--- src/rtl/imem_loader.sv ---
// rtl/imem_loader.sv - byte-stream boot loader filling instruction memory and gating core start
module imem_loader #(
    parameter int          MAX_WORDS = 1024,
    parameter logic [31:0] BASE_ADDR = 32'h0000_0000,
    parameter logic [7:0]  SYNC_BYTE = 8'hA5
) (
    input  logic        clk,
    input  logic        rst,
    input  logic        rx_valid,
    input  logic [7:0]  rx_data,
    output logic        rx_ready,
    output logic        prog_en,
    output logic [31:0] prog_addr,
    output logic [31:0] prog_data,
    output logic        start,
    output logic        load_done,
    output logic        load_error,
    output logic [15:0] words_loaded
);

    localparam logic [2:0] IDLE = 3'd0;
    localparam logic [2:0] LEN0 = 3'd1;
    localparam logic [2:0] LEN1 = 3'd2;
    localparam logic [2:0] DATA = 3'd3;
    localparam logic [2:0] CSUM = 3'd4;
    localparam logic [2:0] RUN  = 3'd5;
    localparam logic [2:0] ERR  = 3'd6;

    localparam logic [16:0] MAX_W = 17'(MAX_WORDS);

    logic [2:0]  state_q, state_d;
    logic [15:0] n_q, n_d;
    logic [15:0] word_idx_q, word_idx_d;
    logic [1:0]  byte_idx_q, byte_idx_d;
    logic [23:0] asm_q, asm_d;
    logic [7:0]  csum_q, csum_d;
    logic        rx_ready_q, rx_ready_d;
    logic        prog_en_q, prog_en_d;
    logic [31:0] prog_addr_q, prog_addr_d;
    logic [31:0] prog_data_q, prog_data_d;
    logic        start_q, start_d;
    logic        load_done_q, load_done_d;
    logic        load_error_q, load_error_d;
    logic [15:0] words_loaded_q, words_loaded_d;

    logic        accept;
    logic        is_sync;
    logic [15:0] n_full;

    assign accept  = rx_valid && rx_ready_q;
    assign is_sync = (rx_data == SYNC_BYTE);
    assign n_full  = {rx_data, n_q[7:0]};

    always_comb begin
        state_d        = state_q;
        n_d            = n_q;
        word_idx_d     = word_idx_q;
        byte_idx_d     = byte_idx_q;
        asm_d          = asm_q;
        csum_d         = csum_q;
        rx_ready_d     = 1'b1;
        prog_en_d      = 1'b0;
        prog_addr_d    = prog_addr_q;
        prog_data_d    = prog_data_q;
        start_d        = start_q;
        load_done_d    = load_done_q;
        load_error_d   = load_error_q;
        words_loaded_d = words_loaded_q;

        case (state_q)
            IDLE, RUN, ERR: begin
                // A sync byte only restarts a frame from these idle-like states
                if (accept && is_sync) begin
                    state_d        = LEN0;
                    start_d        = 1'b0;
                    load_done_d    = 1'b0;
                    load_error_d   = 1'b0;
                    words_loaded_d = 16'd0;
                    csum_d         = 8'd0;
                end
            end
            LEN0: begin
                if (accept) begin
                    n_d[7:0] = rx_data;
                    state_d  = LEN1;
                end
            end
            LEN1: begin
                if (accept) begin
                    n_d[15:8] = rx_data;
                    if ({1'b0, n_full} > MAX_W) begin
                        state_d      = ERR;
                        load_error_d = 1'b1;
                    end else if (n_full == 16'd0) begin
                        state_d = CSUM;
                    end else begin
                        state_d    = DATA;
                        word_idx_d = 16'd0;
                        byte_idx_d = 2'd0;
                    end
                end
            end
            DATA: begin
                // Leave DATA only after the final write strobe has been issued
                if (prog_en_q) begin
                    if (word_idx_q == n_q) begin
                        state_d = CSUM;
                    end
                end else if (accept) begin
                    csum_d     = csum_q ^ rx_data;
                    byte_idx_d = byte_idx_q + 2'd1;
                    case (byte_idx_q)
                        2'd0: asm_d[7:0]   = rx_data;
                        2'd1: asm_d[15:8]  = rx_data;
                        2'd2: asm_d[23:16] = rx_data;
                        default: begin
                            prog_en_d      = 1'b1;
                            rx_ready_d     = 1'b0;
                            prog_data_d    = {rx_data, asm_q};
                            prog_addr_d    = BASE_ADDR + {14'd0, word_idx_q, 2'b00};
                            word_idx_d     = word_idx_q + 16'd1;
                            words_loaded_d = words_loaded_q + 16'd1;
                        end
                    endcase
                end
            end
            CSUM: begin
                if (accept) begin
                    if (rx_data == csum_q) begin
                        state_d     = RUN;
                        load_done_d = 1'b1;
                        start_d     = 1'b1;
                    end else begin
                        state_d      = ERR;
                        load_error_d = 1'b1;
                    end
                end
            end
            default: begin
                state_d = IDLE;
                start_d = 1'b0;
            end
        endcase
    end

    always_ff @(posedge clk or posedge rst) begin
        if (rst) begin
            state_q        <= IDLE;
            n_q            <= 16'd0;
            word_idx_q     <= 16'd0;
            byte_idx_q     <= 2'd0;
            asm_q          <= 24'd0;
            csum_q         <= 8'd0;
            rx_ready_q     <= 1'b0;
            prog_en_q      <= 1'b0;
            prog_addr_q    <= BASE_ADDR;
            prog_data_q    <= 32'd0;
            start_q        <= 1'b0;
            load_done_q    <= 1'b0;
            load_error_q   <= 1'b0;
            words_loaded_q <= 16'd0;
        end else begin
            state_q        <= state_d;
            n_q            <= n_d;
            word_idx_q     <= word_idx_d;
            byte_idx_q     <= byte_idx_d;
            asm_q          <= asm_d;
            csum_q         <= csum_d;
            rx_ready_q     <= rx_ready_d;
            prog_en_q      <= prog_en_d;
            prog_addr_q    <= prog_addr_d;
            prog_data_q    <= prog_data_d;
            start_q        <= start_d;
            load_done_q    <= load_done_d;
            load_error_q   <= load_error_d;
            words_loaded_q <= words_loaded_d;
        end
    end

    assign rx_ready     = rx_ready_q;
    assign prog_en      = prog_en_q;
    assign prog_addr    = prog_addr_q;
    assign prog_data    = prog_data_q;
    assign start        = start_q;
    assign load_done    = load_done_q;
    assign load_error   = load_error_q;
    assign words_loaded = words_loaded_q;

endmodule

--- config.mk ---
export PLATFORM = sky130hd
export DESIGN_NAME = imem_loader
export DESIGN_NICKNAME = d
export VERILOG_FILES = /design/src/rtl/imem_loader.sv
export SDC_FILE = /design/constraint.sdc
export NUM_CORES = 1
export LEC_CHECK = 0
export ABC_AREA = 1
export BUFFER_PORTS_ARGS = -buffer_cell sky130_fd_sc_hd__clkbuf_2
export CORE_MARGIN = 2
export CORE_UTILIZATION = 44
export DETAILED_ROUTE_END_ITERATION = 10
export GPL_TIMING_DRIVEN = 0
export SLEW_MARGIN = 30
export SYNTH_ARGS = -nofsm -noshare
export SYNTH_HDL_FRONTEND = slang
export SYNTH_SLANG_ARGS = --single-unit
--- constraint.sdc ---
create_clock -name clk -period 4.07 [get_ports clk]
set_input_delay 0 -clock clk [delete_from_list [all_inputs] [get_ports clk]]
set_output_delay 0 -clock clk [all_outputs]
set_load 0.1 [all_outputs]
# After elaboration in Yosys (flattened, before gate mapping)
# Index checks and enable logic that the tools add are counted.
# Widths: inputs -> output; s select.
dict set report totals {
  regBits 138
  latch_bits 0
  mem_bits_rw 0
  mem_bits_ro 0
  memories 0
}
dict set report classes {
  add_sub_neg 3
  mul 0
  div_mod_pow 0
  magnitude_cmp 1
  eq_ne 25
  shifts 0
  n_mux 50
  bitwise 4
  n_reduce_logical 26
}
# op count
set ops {}
lappend ops {{$mux 16} 10}
lappend ops {{$pmux 16 s2} 2}
lappend ops {{$add 16x1->16 const B} 2}
lappend ops {{$ne 2x2->1 const B} 14}
lappend ops {{$reduce_and 4->1} 7}
lappend ops {{$mux 3} 8}
lappend ops {{$mux 8} 3}
lappend ops {{$reduce_and 6->1} 3}
lappend ops {{$eq 16x16->1} 1}
lappend ops {{$gt 16x11->1 const B} 1}
lappend ops {{$logic_not 16->1} 1}
lappend ops {{$pmux 8 s2} 1}
lappend ops {{$mux 1} 15}
lappend ops {{$pmux 3 s5} 1}
lappend ops {{$mux 2} 6}
lappend ops {{$eq 3x3->1 const B} 3}
lappend ops {{$reduce_or 3->1} 3}
lappend ops {{$eq 8x8->1} 1}
lappend ops {{$eq 8x8->1 const B} 1}
lappend ops {{$xor 8x8->8} 1}
lappend ops {{$reduce_and 7->1} 1}
lappend ops {{$eq 3x2->1 const B} 2}
lappend ops {{$pmux 1 s3} 2}
lappend ops {{$reduce_bool 2->1} 3}
lappend ops {{other kinds (13)} 17}

# Logic depth before layout (Yosys ltp)
# Gate-level depths: netlist of run 1.
dict set report logic_depth {
  word_depth 6
  mapped_depth 12
  ltp_nobuf 11
}

# Worst setup path after synthesis of run 1
# Ideal clock, no wire load.
dict set report synth_path {
  path_type {register to register}
  start {reg rx_ready_q (netlist: rx_ready)}
  end {reg word_idx_q[5]}
  t_arrival_ps 2052
  t_required_ps 3953
  path_slack_ps 1900
  path_stages_with_launch 9
  n_path_buf 1
  period_less_slack_ps 2170
  path_cell_list {dfrtp_1 -> nand2_1 -> inv_1 -> nor2_1 -> a21oi_2 -> nand4_4 -> buf_6 -> nand2_1 -> nand2_1}
}
dict set report synth_between {
  elab_chain_len 3
  word_cells_on_any_way 4
  cone_classes {2 x eq/ne; 2 x reduce/logical}
}
# item line_no
set synth_rtl {}
lappend synth_rtl {{start: declaration} 37} ;# logic rx_ready_q, rx_ready_d;
lappend synth_rtl {{start signal: assignment} 169} ;# rx_ready_q <= rx_ready_d;
lappend synth_rtl {{$logic_and 1x1->1 (*)} 50} ;# assign accept = rx_valid && rx_ready_q;
lappend synth_rtl {{$ne 2x2->1 (no line)} --}
lappend synth_rtl {{$reduce_and 7->1 (no line) (*)} --}
lappend synth_rtl {{end signal: assignment} 165} ;# word_idx_q <= word_idx_d;
lappend synth_rtl {{end: declaration} 33} ;# logic [15:0] word_idx_q, word_idx_d;
# Mark *: on every way between the ends. The rest lies on a longest branch, timed or not.
# A chain may end at the register's enable or synchronous reset.

# Worst setup path after layout of run 1
dict set report layout_path {
  start {reg word_idx_q[0]}
  end {reg word_idx_q[6]}
}
dict set report layout_between {
  elab_chain_len 5
}
# item line_no
set layout_rtl {}
lappend layout_rtl {{$add 16x1->16} 121} ;# word_idx_d = word_idx_q + 16'd1;
lappend layout_rtl {{$mux 16} 112} ;# case (byte_idx_q)
lappend layout_rtl {{$mux 16} 109} ;# end else if (accept) begin
lappend layout_rtl {{$mux 16} 105} ;# if (prog_en_q) begin
lappend layout_rtl {{$pmux 16 s2} 70} ;# case (state_q)
# No other way between the ends. The select of a mux whose other input is x is not followed.

==> results.toml, run 1 <==
[outcome]
status = "completed"

[worst_setup_path]
worst-path-buf-inv = 0
worstPathRequired_ns = 4.38
cp.depth = 9
cpPeakStageDelay_ns = 0.48
slowest_stage = "dfrtp_1"
path_max_fanout = 7
path_delay_family = "simple AND/OR/NAND/NOR gates"
start_kind = "register"
endpoint_kind = "register"
r2r_cells = 9
cp_cell_sequence = "ha_1, nand2_1, nor2_1, nand2_1, nor2_1, xor2_1, nor2_1, nand3_1, nand2_1"
cp.arrival_ns = 2.20
crit_type = "reg2reg"

[placement]
hpwlAfterDp_mm = 12.4
gp_congestion = 0.889
io_buffers = 79
dp_slack_ns = 2.17
place_inst = 1236

[drt]
viasPerCell = 4.79
drtPass1Iterations = 6
wl_per_cell_microns = 13.7
drc = 0
drtIter0Drc = 465
wl_mm = 17.4
ant_nets = 0
dr_total_vias = 6080

[finish]
fin_cells = 1270
drive_gt1_frac = 0.182
n_antenna_cell = 0
final_nets = 1059
area_growth_pct = 19.7

[global_route]
grt_first_pass_wirelength_mm = 28.5
globalRouteMet2Util = 0.325
track_usage = 0.216
grt_pass1_vias = 5578
grt_antenna_before_repair = 0
grt_max_degree = 73
grt_util_met1 = 0.316
gr-usage-met3 = 0.0517
top_usage_layer = "met2"
grt-ovfl-total = 0

[synth]
synth_xor_area_frac = 0.0150
synth_cells = 925
synthesis.area_sq_mm = 0.00702
synthArstFlopShare = 1.00
synthAdderAreaFrac = 0.0107
synthMuxAreaShare = 0
yosysSeqAreaShare = 0.492
synth_seq_cells = 138
synth_simple_gate_area_frac = 0.328
yosys_warnings = 0
ys_types = 31
ys.flop_type = "dfrtp_1"
synth_top_family_by_area = "simple AND/OR/NAND/NOR gates"
synth_compound_area_frac = 0.0727
synth-edff-count = 0
syn_area_per_cell_sq_um = 7.59

[clocking]
cts.path.max_buffers = 2
cts_buffers = 17
root_buffer = "clkbuf_16"
cts_tree = "yes"
clk_pin_slew_ns = 0.06
cts.htree.levels = 4
clock_latency_ns = 0.42
cts.sinks = 138
cts_setup_buffers = 0

[power_and_ir_drop]
total_power_w = 0.00474
ir_drop_uv = 351
powerDensity_mw_per_mm2 = 564
power_leakage_nw = 4.34

[die]
die_area_sq_mm = 0.0170
initial_core_util = 0.445
core-area_sq_mm = 0.0158
pin_count = 96
num_rows = 46
die_h_microns = 130
dieWidth_microns = 130

[timing]
fin_crit_ns = 1.89
clock_skew_ns = 0.0130
slew_headroom = 0.596
fin_crit_sh = 0.463
setup_viol = 0
fmax_mhz = 530
hold_viol = 0
worstMarginPinSlew_ns = 0.606
setup_slack_ns = 2.18
grt_setup_unrepaired = "false"
finalMaxSlewViolations = 0

[flow_run]
max_cap_viol_count = 0

[worst_hold_path]
hold_path_class = "in2reg"
hold_depth = 6
## routing by layer
metal | up-vias | part of all wire | routed length (microns)
met5 | - | 0 | 0
met4 | 0 | 0.011 | 184
met3 | 15 | 0.039 | 679
met2 | 129 | 0.45 | 7860
met1 | 2823 | 0.50 | 8680
li1 | 3113 | - | -
## stage by stage
step | area (sq um) | TNS [ns] | util | hold slack (ns)
floorplan | 7080 | 0 | - | 0.218
global placement | 7750 | -180.61 | 0.491 | 0.435
detailed placement | 7780 | 0 | 0.493 | 0.0897
CTS | 8410 | 0 | 0.533 | 0.000182
global route | 8410 | 0 | 0.533 | 0.0464
finish | 8410 | 0 | 0.533 | 0.0208
## what timing repair did
action | CTS | global route
gates resized for setup | 0 | 0
hold buffers | 3 | 0
endpoints found under the hold margin | 68 | 0
## worst register-to-register path, cell delays in order (launching register included)
cell,delay [ns]
dfrtp_1,0.48
ha_1,0.28
nand2_1,0.11
nor2_1,0.22
nand2_1,0.11
nor2_1,0.22
xor2_1,0.17
nor2_1,0.05
nand3_1,0.08
nand2_1,0.05
## path summary, 6_finish.rpt
kind	from	endpoint	slack (ns)
setup / recovery	word_idx_q[0]	word_idx_q[6]	2.18
hold / removal	rx_data[1]	csum_q[1]	0.02
setup reg to reg	word_idx_q[0]	word_idx_q[6]	2.18
hold reg to reg	prog_data[20]	prog_data[20]	0.47
max in group asynchronous	rst	words_loaded[1]	3.18
min in group asynchronous	rst	prog_addr[5]	0.18
## flip-flops by register name, summed over array words and instances (netlist names)
register      flops
prog_data        32
asm_q            24
n_q              16
prog_addr        16
word_idx_q       16
words_loaded     16
csum_q            8
state_q           3
byte_idx_q        2
load_done         1
load_error        1
prog_en           1
rx_ready          1
start             1
## placed cells by master, fill, tap and decap left out, drive strengths merged
cell         instances
nand4               12
inv                 75
clkinvlp             1
dlygate4sd3          3
dfrtp              138
conb                16
nand3               55
nand2              389
buf                 42
clkinv               7
nor3                 8
a21oi                5
bufinv               2
nor2                88
o21bai               1
ha                   6
nor4                 1
or2                  4
o21ai               88
xor2                12
nand3b               1
clkbuf             100
## cell usage after synthesis, types with 2 or more instances
cell type  number  area (sq um)
a21oi_1         4          20.0
buf_2          17          85.1
buf_4          18           135
buf_6           6          67.6
clkbuf_1        2          7.51
dfrtp_1       138          3450
ha_1            6          75.1
inv_1          68           255
inv_2           5          18.8
nand2_1       380          1430
nand2_2         8          50.1
nand3_1        50           250
nand3_2         5          50.1
nand4_1        11          68.8
nor2_1         84           315
nor2_2          3          18.8
nor3_1          7          35.0
o21ai_0        40           200
o21ai_1        39           195
o21ai_2         9          78.8
or2_2           4          25.0
xor2_1         12           105
## power breakdown
group / leakage, nW / switching (W) / internal (W) / total [W]
clock: 0.290 / 0.000619 / 0.000939 / 0.00156
combinational: 2.16 / 0.000989 / 0.000441 / 0.00143
sequential: 1.88 / 0.000169 / 0.00158 / 0.00175
## cell families (layout without fill, tap and decap cells)
group           after synthesis  count (layout)
flops                       138             138
other cells                   1              16
xor+xnor                     12              12
buf+inv                     116             230
fa+ha+maj                     6               6
simple gates                558             558
compound gates               94              94
## layout make-up
cell class              instances  area (sq um)
repair buffers                 83           453
inverters                      73           282
clock inverters                12           143
clock buffers                  19           453
multi-input cells             686          3060
fillers                      1548          7360
well taps                     216           270
flip-flops and latches        138          3450
plain buffers                  43           295
(Power assumes the default switching activity.)
==> run 2, diff against run 1 <==
--- a/config.mk
+++ b/config.mk
@@ -5,12 +5,13 @@
 export SDC_FILE = /design/constraint.sdc
 export NUM_CORES = 1
 export LEC_CHECK = 0
-export ABC_AREA = 1
+export ABC_AREA = 0
 export BUFFER_PORTS_ARGS = -buffer_cell sky130_fd_sc_hd__clkbuf_2
 export CORE_MARGIN = 2
 export CORE_UTILIZATION = 44
 export DETAILED_ROUTE_END_ITERATION = 10
 export GPL_TIMING_DRIVEN = 0
+export PLACE_DENSITY = 0.67
 export SLEW_MARGIN = 30
 export SYNTH_ARGS = -nofsm -noshare
 export SYNTH_HDL_FRONTEND = slang
==> constraint.sdc (replaced) <==
create_clock -name clk -period 1.6 [get_ports clk]
set_input_delay 0 -clock clk [delete_from_list [all_inputs] [get_ports clk]]
set_output_delay 0 -clock clk [all_outputs]
set_load 0.1 [all_outputs]
==> results.toml, run 2 <==
[power_and_ir_drop]
total_power_w = 0.0192
powerDensity_mw_per_mm2 = 2020
seq_power_share = 0.292
p_sw_frac = 0.465
power_frac_comb = 0.498
p_int_w = 0.0102
netSwitchingPower_w = 0.00892
power_leakage_nw = 4.55
ir_drop_uv = 2520
clockPowerShare = 0.210

[synth]
synthesis.area_sq_mm = 0.00653
synth.top_cell.area_share = 0.529
synth_commonest_cells = "178 x nand2_1, 138 x dfrtp_1, 53 x o21ai_0, 42 x mux2_2, 38 x nor2_1"
synth_xor_area_frac = 0.0483
syn_area_per_cell_sq_um = 9.49
synth_simple_gate_area_frac = 0.205
synth.most_common_cell = "nand2_1"
yosys_warnings = 0
synthTopCellsByArea = "dfrtp_1 53%, nand2_1 10%, mux2_2 7.2%, o21ai_0 4.1%, xnor2_1 4.0%"
synthAdderAreaFrac = 0.0115
synth-edff-count = 0
ys_types = 47
synth_compound_area_frac = 0.0811
synth_seq_cells = 138
yosysSeqAreaShare = 0.529
synth_top_family_by_area = "simple AND/OR/NAND/NOR gates"
synthArstFlopShare = 1.00
synth_cells = 688
synthMuxAreaShare = 0.0740
ys.flop_type = "dfrtp_1"
yosys.area.top_type = "dfrtp_1"

[die]
die_area_sq_mm = 0.0158
pin_count = 96
dieWidth_microns = 126
core-area_sq_mm = 0.0145
num_rows = 44
die_h_microns = 126
initial_core_util = 0.449

[finish]
multi_input_area_sq_mm = 0.00347
seq_area_sq_mm = 0.00348
n_antenna_cell = 0
final_common_cell = "nand2_1"
largest_register_ffs = 32
final_nets = 877
area_growth_pct = 45.1
layout_common_cells = "171 x nand2_1, 116 x dfrtp_1, 78 x clkbuf_2"
drive_gt1_frac = 0.428
n_fill_cell = 1051
final_area_sq_mm = 0.00947

[clocking]
clock_latency_ns = 0.43
cts_tree = "yes"
cts.htree.levels = 4
root_buffer = "clkbuf_16"
cts.sinks = 138
cts.path.max_buffers = 2
cts_buffers = 17
clk_pin_slew_ns = 0.07

[placement]
place_area_sq_mm = 0.00734
gp_congestion = 1.01
hpwlAfterDp_mm = 11.0
io_buffers = 76

[timing]
clock_skew_ns = 0.0113
setup_slack_ns = -0.442
grt_setup_unrepaired = "true"
fin_crit_sh = 1.28
fmax_mhz = 490
slew_headroom = 0.517
setup_viol = 138
finalMaxSlewViolations = 0
worstMarginPinSlew_ns = 0.725
hold_viol = 0
fin_crit_ns = 2.04
fin_hold_ws_ns = 0.0366
tns_ns = -39.66

[worst_setup_path]
worstPathRequired_ns = 1.90
start_kind = "register"
path_max_fanout = 8
regToRegSetupSlack_ns = -0.44
crit_type = "reg2reg"
endpoint_kind = "register"
cp.arrival_ns = 2.35

[outcome]
status = "finished with violations"
failed_checks = "negative setup slack"

[global_route]
grt_max_degree = 32
grt_first_pass_wirelength_mm = 29.1
grt-ovfl-total = 0
grt_antenna_before_repair = 0
grt_pass1_vias = 5694
track_usage = 0.232

[drt]
ant_nets = 0
drtIter0Drc = 592
wl_mm = 19.3
wl_per_cell_microns = 18.3
drtPass1Iterations = 5
dr_total_vias = 5877
viasPerCell = 5.56
drc = 0

[flow_run]
max_cap_viol_count = 0

[worst_hold_path]
hold_path_class = "in2reg"
run 2: power by group through the flow:
stage | sequential [W] | combinational, W | clock [W]
floorplan | 0.00852 | 0.00275 | 0
global placement | 0.00543 | 0.00697 | 0
detailed placement | 0.00549 | 0.00714 | 0
CTS | 0.00554 | 0.00844 | 0.00407
global route | 0.00574 | 0.00998 | 0.00425
finish | 0.00559 | 0.00954 | 0.00403
run 2: final timing paths:
check	from	end	cells after the start
setup / recovery	state_q[2]	asm_q[7]	7
hold / removal	rx_data[6]	prog_data[30]	3
setup reg to reg	state_q[2]	asm_q[7]	7
hold reg to reg	prog_addr[7]	prog_addr[7]	2
max in group asynchronous	rst	words_loaded[5]	5
min in group asynchronous	rst	prog_data[1]	3
run 2: final cells by class:
class,instances,share of cell area
tap,184,0.0243
inverter,12,0.00568
multi-input combinational,496,0.366
timing repair buffer,150,0.121
sequential,138,0.367
clock buffer,17,0.0449
buffer,45,0.0522
clock inverter,15,0.0186
run 2: metal layers:
layer | track usage | vias to the layer above | routed length, microns
met5 | 0 | - | 0
li1 | - | 2632 | -
met4 | 0.109 | 0 | 719
met1 | 0.313 | 2871 | 8170
met3 | 0.0586 | 70 | 1370
met2 | 0.355 | 304 | 9070
run 2: per-stage QoR:
stage / setup WS (ns) / util / cells
6_report: -0.442 / 0.652 / 1057
5_1_grt: -0.506 / 0.652 / 1057
4_1_cts: -0.320 / 0.613 / 1032
3_5_place_dp: -1.22 / 0.505 / 967
3_3_place_gp: -1.17 / 0.499 / 963
2_1_floorplan: -0.597 / - / 703
run 2: logic make-up after synthesis:
family,Yosys count
AND/OR/NAND/NOR,302
multiplexers,43
flip-flops,138
other,1
adder cells (fa/ha/maj),6
AO/OA/AOI/OAI,93
XOR/XNOR,36
buffers and inverters,69
run 2: critical path: stages, from the launching register on:
cell	delay [ns]
dfrtp_1	0.42
clkbuf_8	0.16
nand3b_1	0.25
nor3_4	0.30
buf_6	0.14
buf_6	0.09
and2_4	0.23
mux2_4	0.32
run 2: repair_timing:
item                                    CTS  global route
cloned                                    6             3
hold endpoints to repair                118             0
hold buffers                              3             0
endpoints found under the setup margin  138           138
buffers inserted                         32            27
resized for setup                       175           104
pin swaps                                25            41
